**src/rtl/wb_pkg.sv**
```systemverilog
// Shared types and constants for the Wishbone classic manager.
package wb_pkg;

  typedef enum logic [1:0] {
    IDLE     = 2'd0,
    WAIT_ACK = 2'd1,
    DONE     = 2'd2
  } wb_state_t;

  localparam logic [3:0]  WB_SEL_ALL      = 4'hF;
  localparam logic [31:0] WB_TIMEOUT_DATA = 32'hDEAD_BEEF;

endpackage

```
**src/rtl/wb_timeout_counter.sv**
```systemverilog
// ACK watchdog: counts WAIT_ACK cycles without ACK_I and flags the cycle in
// which the limit is reached. Only instantiated when WB_TIMEOUT_EN is defined.
module wb_timeout_counter #(
  parameter int LIMIT = 255
) (
  input  logic clk,
  input  logic rst,
  input  logic clear,
  input  logic count_en,
  output logic expired
);

  localparam int CNT_W = ($clog2(LIMIT + 1) > 8) ? $clog2(LIMIT + 1) : 8;

  logic [CNT_W-1:0] count;

  always_ff @(posedge clk or negedge rst) begin
    if (!rst) begin
      count <= '0;
    end else if (clear) begin
      count <= '0;
    end else if (count_en) begin
      count <= count + CNT_W'(1);
    end
  end

  // count holds the number of ACK-less cycles already spent, so the limit
  // is hit during the LIMIT-th waiting cycle itself.
  assign expired = count_en && (count == CNT_W'(LIMIT - 1));

endmodule

```
**src/rtl/wishbone_manager.sv**
```systemverilog
// Wishbone classic manager: one single read/write bus cycle per CPU request.
// Define WB_TIMEOUT_EN to add the ACK timeout (err_o port, TIMEOUT_CYCLES).
module wishbone_manager
  import wb_pkg::*;
#(
  parameter int ADDR_W         = 32,
  parameter int DATA_W         = 32,
  parameter int TIMEOUT_CYCLES = 255
) (
  input  logic              clk,
  input  logic              rst,
  input  logic              read_i,
  input  logic              write_i,
  input  logic [ADDR_W-1:0] adr_i,
  input  logic [DATA_W-1:0] cpu_dat_i,
  input  logic [3:0]        sel_i,
  output logic              busy_o,
  output logic [DATA_W-1:0] cpu_dat_o,
  output logic [ADDR_W-1:0] ADR_O,
  output logic [DATA_W-1:0] DAT_O,
  output logic [3:0]        SEL_O,
  output logic              WE_O,
  output logic              CYC_O,
  output logic              STB_O,
  input  logic              ACK_I,
  input  logic [DATA_W-1:0] DAT_I
`ifdef WB_TIMEOUT_EN
  ,
  output logic              err_o
`endif
);

  wb_state_t state, state_next;
  logic      accept;
  logic      ack_take;
  logic      timeout_take;
  logic      timeout_hit;

`ifdef WB_TIMEOUT_EN
  wb_timeout_counter #(
    .LIMIT(TIMEOUT_CYCLES)
  ) u_timeout (
    .clk     (clk),
    .rst     (rst),
    .clear   (accept),
    .count_en((state == WAIT_ACK) && !ACK_I),
    .expired (timeout_hit)
  );
`else
  assign timeout_hit = 1'b0;
`endif

  always_ff @(posedge clk or negedge rst) begin
    if (!rst) begin
      state <= IDLE;
    end else begin
      state <= state_next;
    end
  end

  // DONE always returns to IDLE so a still-held request is not re-issued
  // while the CPU samples the result.
  always_comb begin
    state_next   = state;
    accept       = 1'b0;
    ack_take     = 1'b0;
    timeout_take = 1'b0;
    busy_o       = 1'b0;
    case (state)
      IDLE: begin
        if (read_i || write_i) begin
          accept     = 1'b1;
          busy_o     = 1'b1;
          state_next = WAIT_ACK;
        end
      end
      WAIT_ACK: begin
        busy_o = 1'b1;
        if (ACK_I) begin
          ack_take   = 1'b1;
          state_next = DONE;
        end else if (timeout_hit) begin
          timeout_take = 1'b1;
          state_next   = DONE;
        end
      end
      DONE: begin
        state_next = IDLE;
      end
      default: begin
        state_next = IDLE;
      end
    endcase
  end

  // WE_O still reflects the transaction direction while waiting, so it
  // selects whether the returned data is captured.
  always_ff @(posedge clk or negedge rst) begin
    if (!rst) begin
      ADR_O     <= '0;
      DAT_O     <= '0;
      SEL_O     <= '0;
      WE_O      <= 1'b0;
      CYC_O     <= 1'b0;
      STB_O     <= 1'b0;
      cpu_dat_o <= '0;
`ifdef WB_TIMEOUT_EN
      err_o     <= 1'b0;
`endif
    end else begin
`ifdef WB_TIMEOUT_EN
      err_o <= timeout_take;
`endif
      if (accept) begin
        ADR_O <= adr_i;
        if (write_i) begin
          DAT_O <= cpu_dat_i;
        end
        SEL_O <= sel_i;
        WE_O  <= write_i;
        CYC_O <= 1'b1;
        STB_O <= 1'b1;
      end else if (ack_take || timeout_take) begin
        CYC_O <= 1'b0;
        STB_O <= 1'b0;
        WE_O  <= 1'b0;
        if (!WE_O) begin
          cpu_dat_o <= ack_take ? DAT_I : DATA_W'(WB_TIMEOUT_DATA);
        end
      end
    end
  end

endmodule

```
**config.mk**
```make
export PLATFORM = sky130hd
export DESIGN_NAME = wishbone_manager
export DESIGN_NICKNAME = d
export VERILOG_FILES = /design/src/rtl/wb_pkg.sv /design/src/rtl/wb_timeout_counter.sv /design/src/rtl/wishbone_manager.sv
export SDC_FILE = /design/constraint.sdc
export NUM_CORES = 1
export LEC_CHECK = 0
export CELL_PAD_IN_SITES_DETAIL_PLACEMENT = 1
export CELL_PAD_IN_SITES_GLOBAL_PLACEMENT = 2
export CORE_MARGIN = 4
export CORE_UTILIZATION = 23
export CTS_CLUSTER_DIAMETER = 40
export DETAILED_ROUTE_END_ITERATION = 6
export GPL_TIMING_DRIVEN = 0
export PLACE_DENSITY = 0.76
export SLEW_MARGIN = 20
export SYNTH_ARGS = -nofsm -noshare
export SYNTH_HDL_FRONTEND = slang
export SYNTH_HIERARCHICAL = 1
export SYNTH_SLANG_ARGS = --single-unit
```
**constraint.sdc**
```tcl
create_clock -name clk -period 1.3 [get_ports clk]
set_input_delay 0.26 -clock clk [delete_from_list [all_inputs] [get_ports clk]]
set_output_delay 0.26 -clock clk [all_outputs]
set_load 0.005 [all_outputs]
```
## Word-level counts from Yosys, hierarchy flattened

Index checks and enable logic that the tools add are counted.

| cells by class | value |
|---|---|
| mux-type cells | 11 |
| reduce and logical (&&, ||, !) cells | 6 |
| bitwise operators | 2 |
| eq/ne operators | 3 |

Operators by type and width:

| operator | count |
|---|---|
| $mux 1 | 7 |
| $mux 2 | 2 |
| $ne 2x2->1 const B | 2 |
| $pmux 2 s2 | 1 |
| $reduce_and 2->1 | 2 |
| $reduce_and 3->1 | 1 |
| $eq 2x1->1 const B | 1 |
| $logic_not 2->1 | 1 |
| $not 1->1 | 2 |
| $pmux 1 s2 | 1 |
| $reduce_bool 2->1 | 1 |
| $logic_or 1x1->1 | 1 |

| word-level totals | value |
|---|---|
| input port bits | 105 |
| register bits | 104 |

## Logic depth before layout (Yosys ltp)

| logic depth | value |
|---|---|
| depth after elaboration | 5 |
| gate-level depth with buffers | 5 |

## Worst setup path after synthesis

No wires, ideal clock.

| path | value |
|---|---|
| path type | register -> register |
| from | reg state[1] |
| to | reg DAT_O[10] |
| period minus slack after synthesis | 1.390 ns |
| required time | 1.175 ns |
| path slack | -0.090 ns |
| arrival | 1.265 ns |
| cell stages (with the launch flop) | 6 |
| cells stage by stage | dfrtp_1 > nor2_2 > and2_4 > buf_6 > buf_12 > mux2_4 |

| on the way | value |
|---|---|
| cells in the longest elaborated chain, start to end | 3 |

RTL lines:

| what | line | text |
|---|---|---|
| from (decl) | wishbone_manager.sv:33 | `wb_state_t state, state_next;` |
| from (signal assigned) | wishbone_manager.sv:57 | `state <= state_next;` |
| $logic_not 2->1 | wishbone_manager.sv:69 | `case (state)` |
| $mux 1 | wishbone_manager.sv:69 |  |
| $reduce_and 2->1 (no line) | n/a |  |
| to (signal assigned) | wishbone_manager.sv:117 | `DAT_O <= cpu_dat_i;` |
| to (decl) | wishbone_manager.sv:20 | `output logic [DATA_W-1:0] DAT_O,` |

No other way between the ends.
A chain may end at the register's enable or synchronous reset.

## Worst setup path after layout

| path | value |
|---|---|
| from | reg WE_O |
| to | reg cpu_dat_o[6] |

| on the way | value |
|---|---|
| cells in the longest elaborated chain, start to end | 2 |

RTL lines:

| what | line | text |
|---|---|---|
| from (decl) | wishbone_manager.sv:22 | `output logic WE_O,` |
| from (signal assigned) | wishbone_manager.sv:120 | `WE_O <= write_i;` |
| $not 1->1 (no line) | n/a |  |
| $reduce_and 3->1 (no line) | n/a |  |
| to (signal assigned) | wishbone_manager.sv:128 | `cpu_dat_o <= ack_take ? DAT_I : DATA_W'(WB_TIMEOUT_DATA);` |
| to (decl) | wishbone_manager.sv:18 | `output logic [DATA_W-1:0] cpu_dat_o,` |

No other way between the ends.

==> impl_metrics.tcl <==
set metrics [dict create \
    status "finished with violations" \
    violations "setup timing" \
    cts_buffers 9 \
    yosysSeqAreaShare_pct 63.5 \
    maxCapViolCount 0 \
    period_share_pct 113 \
    power_density_nw_per_um2 2120 \
    via_per_inst 4.10 \
    ctsLongestPathBuffers 2 \
    dr_total_vias 2998 \
    antenna_found_initial 0 \
    final_nets 607 \
    postRouteWirelength_um 12800 \
    p_clk_share_pct 17.2 \
    synthDistinctLibCells 22 \
    tritoncts "yes" \
    cts_sinks 104 \
    comb_power_share_pct 46.5 \
    hp-class "input pin to asynchronous set/reset pin" \
    intPower_mw 11.4 \
    coreArea_um2 17400 \
    grt_max_degree 54 \
    die_h_um 141 \
    portBuffers 208 \
    ir_worst_vdd_mv 0.773 \
    syn-instance-count 233 \
    crit_fanout 8 \
    slew_violations 0 \
    setup_viol 102 \
    cts_root_buffer "clkbuf_16" \
    chipWidth_um 141 \
    h-tree-depth 3 \
    initial_utilization_pct 23.6 \
    yosysWarnings 6 \
    dp_hpwl_um 8900 \
    grt_pass1_vias 3400 \
    final.setup.worst_slack_ns -0.165 \
    worst_pin_slew_ns 0.527 \
    first_iter_violations 89 \
    antenna_left 0 \
    syn_area_um2 4100 \
    preCtsSetupSlack_ns -0.826 \
    p_sw_mw 4.34 \
    critPathArrivalTime_ns 1.69 \
    crit_type "flop to flop" \
    clk_pin_slew_ns 0.07 \
    rows 48 \
    p_seq_share_pct 36.4 \
    grt_pass1_wl_um 19700 \
    die_area_um2 20000 \
    syn_nets 338 \
    gp_congestion 0.708 \
    io_pins 209 \
    areaGrowthSynthToFinish_pct 80.2 \
    globalRoute.totalOverflow 0 \
    worstSetupStartpointType "flop" \
    final_layout_size_suffix_gt1_share_pct 37.3 \
    synth-seq-cells 104 \
    rsz0062_at_grt "true" \
    diodes 0 \
    tns_ns -11.30 \
    whs_ns 0.449 \
    fin_crit_ns 1.47 \
    max_slew_margin_pct 64.9 \
    worstPathRequired_ns 1.53 \
    leakagePower_nw 3.31 \
    post_drt_wl_per_cell_um 17.5 \
    syn_avg_cell_area_um2 17.6 \
    fin_skew_ns 0.00743 \
    dr.pass1.iters 4 \
    endpoint_kind "flop" \
    clk_latency_ns 0.34 \
    p_sw_share_pct 27.7 \
    globalRouteTotalUtil_pct 12.7 \
    final-hold-violation-count 0 \
    clock.fmax_mhz 683 \
    drc 0 \
]
-- path summary, 6_finish.rpt --
kind / end / slack (ns) / from / depth (start not counted)
worst min register to register: ADR_O[19] / 0.50 / ADR_O[19] / 1
max in group asynchronous: DAT_O[27] / 0.21 / rst / 3
worst max register to register: cpu_dat_o[6] / -0.17 / WE_O / 5
worst max-delay path: cpu_dat_o[6] / -0.17 / WE_O / 5
min in group clk: ADR_O[19] / 0.50 / ADR_O[19] / 1
worst min-delay path: cpu_dat_o[6] / 0.45 / rst / 2
-- metal layers --
metal	part of all wire, %	GRT usage, %
met4	1.8	5.05
met2	50	21.5
met5	0	0
met3	7.1	3.61
met1	41	15.2
-- kinds of logic after synthesis --
logic type / share of synthesized area, %
simple gates: 1.59
flops: 63.5
mux: 30.2
buf+inv: 3.85
compound gates: 0.824
-- placed cells by master (no fill, tap or decap), drive strengths merged --
cell / instances
a21oi: 1
dfrtp: 104
nor3: 2
buf: 62
clkinv: 1
clkinvlp: 3
clkdlybuf4s15: 38
dlygate4sd3: 1
nand2b: 1
clkbuf: 13
o21ai: 3
o22ai: 1
clkdlybuf4s50: 101
nand3: 1
and2: 2
inv: 3
nor2: 3
dlygate4sd2: 64
a2bb2oi: 1
bufinv: 1
mux2: 100
nand2: 1
-- power by group through the flow --
stage	Sequential [mW]	Clock, mW	Combinational (mW)
floorplan	5.85	0	2.50
global route	5.94	2.96	7.82
global placement	5.70	0	6.81
detailed placement	5.81	0	6.91
finish	5.71	2.69	7.29
CTS	5.70	2.82	6.63
-- cells in the mapped netlist, drive strengths merged --
master   count  area, µm²
nand2        1       3.75
mux2       100       1240
o22ai        1       6.26
nor2         3       13.8
nand3        1       5.00
and2         2       15.0
nand2b       1       6.26
dfrtp      104       2600
inv          3       11.3
a21oi        1       5.00
a2bb2oi      1       8.76
o21ai        2       13.8
nor3         2       21.3
buf         11        146
-- sequential cells by signal (all words and copies together) (netlist names) --
name and count:
ADR_O 32, DAT_O 32, SEL_O 4, state 2, cpu_dat_o 32, CYC_O 1, WE_O 1
-- repair_timing --
item                                   in CTS  in global routing
buffers inserted                           18                 24
gates resized for setup                   163                 48
gates cloned                                5                  2
setup endpoints to repair                 205                148
hold buffers                                1                  0
pin swaps                                   1                  2
endpoints found under the hold margin      52                  0
-- metrics by stage --
stage	area (µm²)	utilization (%)	cells	power, mW
floorplan	4150	-	233	8.35
global placement	6510	37.5	666	12.5
detailed placement	6540	37.7	667	12.7
CTS	7060	40.7	706	15.2
global route	7380	42.5	732	16.7
finish	7380	42.5	732	15.7
-- critical path, stage by stage (launching register included) --
cell	delay (ns)
dfrtp_1	0.39
buf_6	0.12
nor3_4	0.19
buf_12	0.19
clkbuf_16	0.16
mux2_4	0.29
-- area by class of cell --
cell class	count	area [µm²]
Tap cell	225	282
Multi-Input combinational cell	116	1510
Fill cell	1796	9970
Timing Repair Buffer	258	2520
Clock buffer	11	233
Sequential cell	104	2610
Inverter	3	11.3
Buffer	10	165
Clock inverter	5	57.6
No activity file was read; power rests on OpenSTA's default activity.
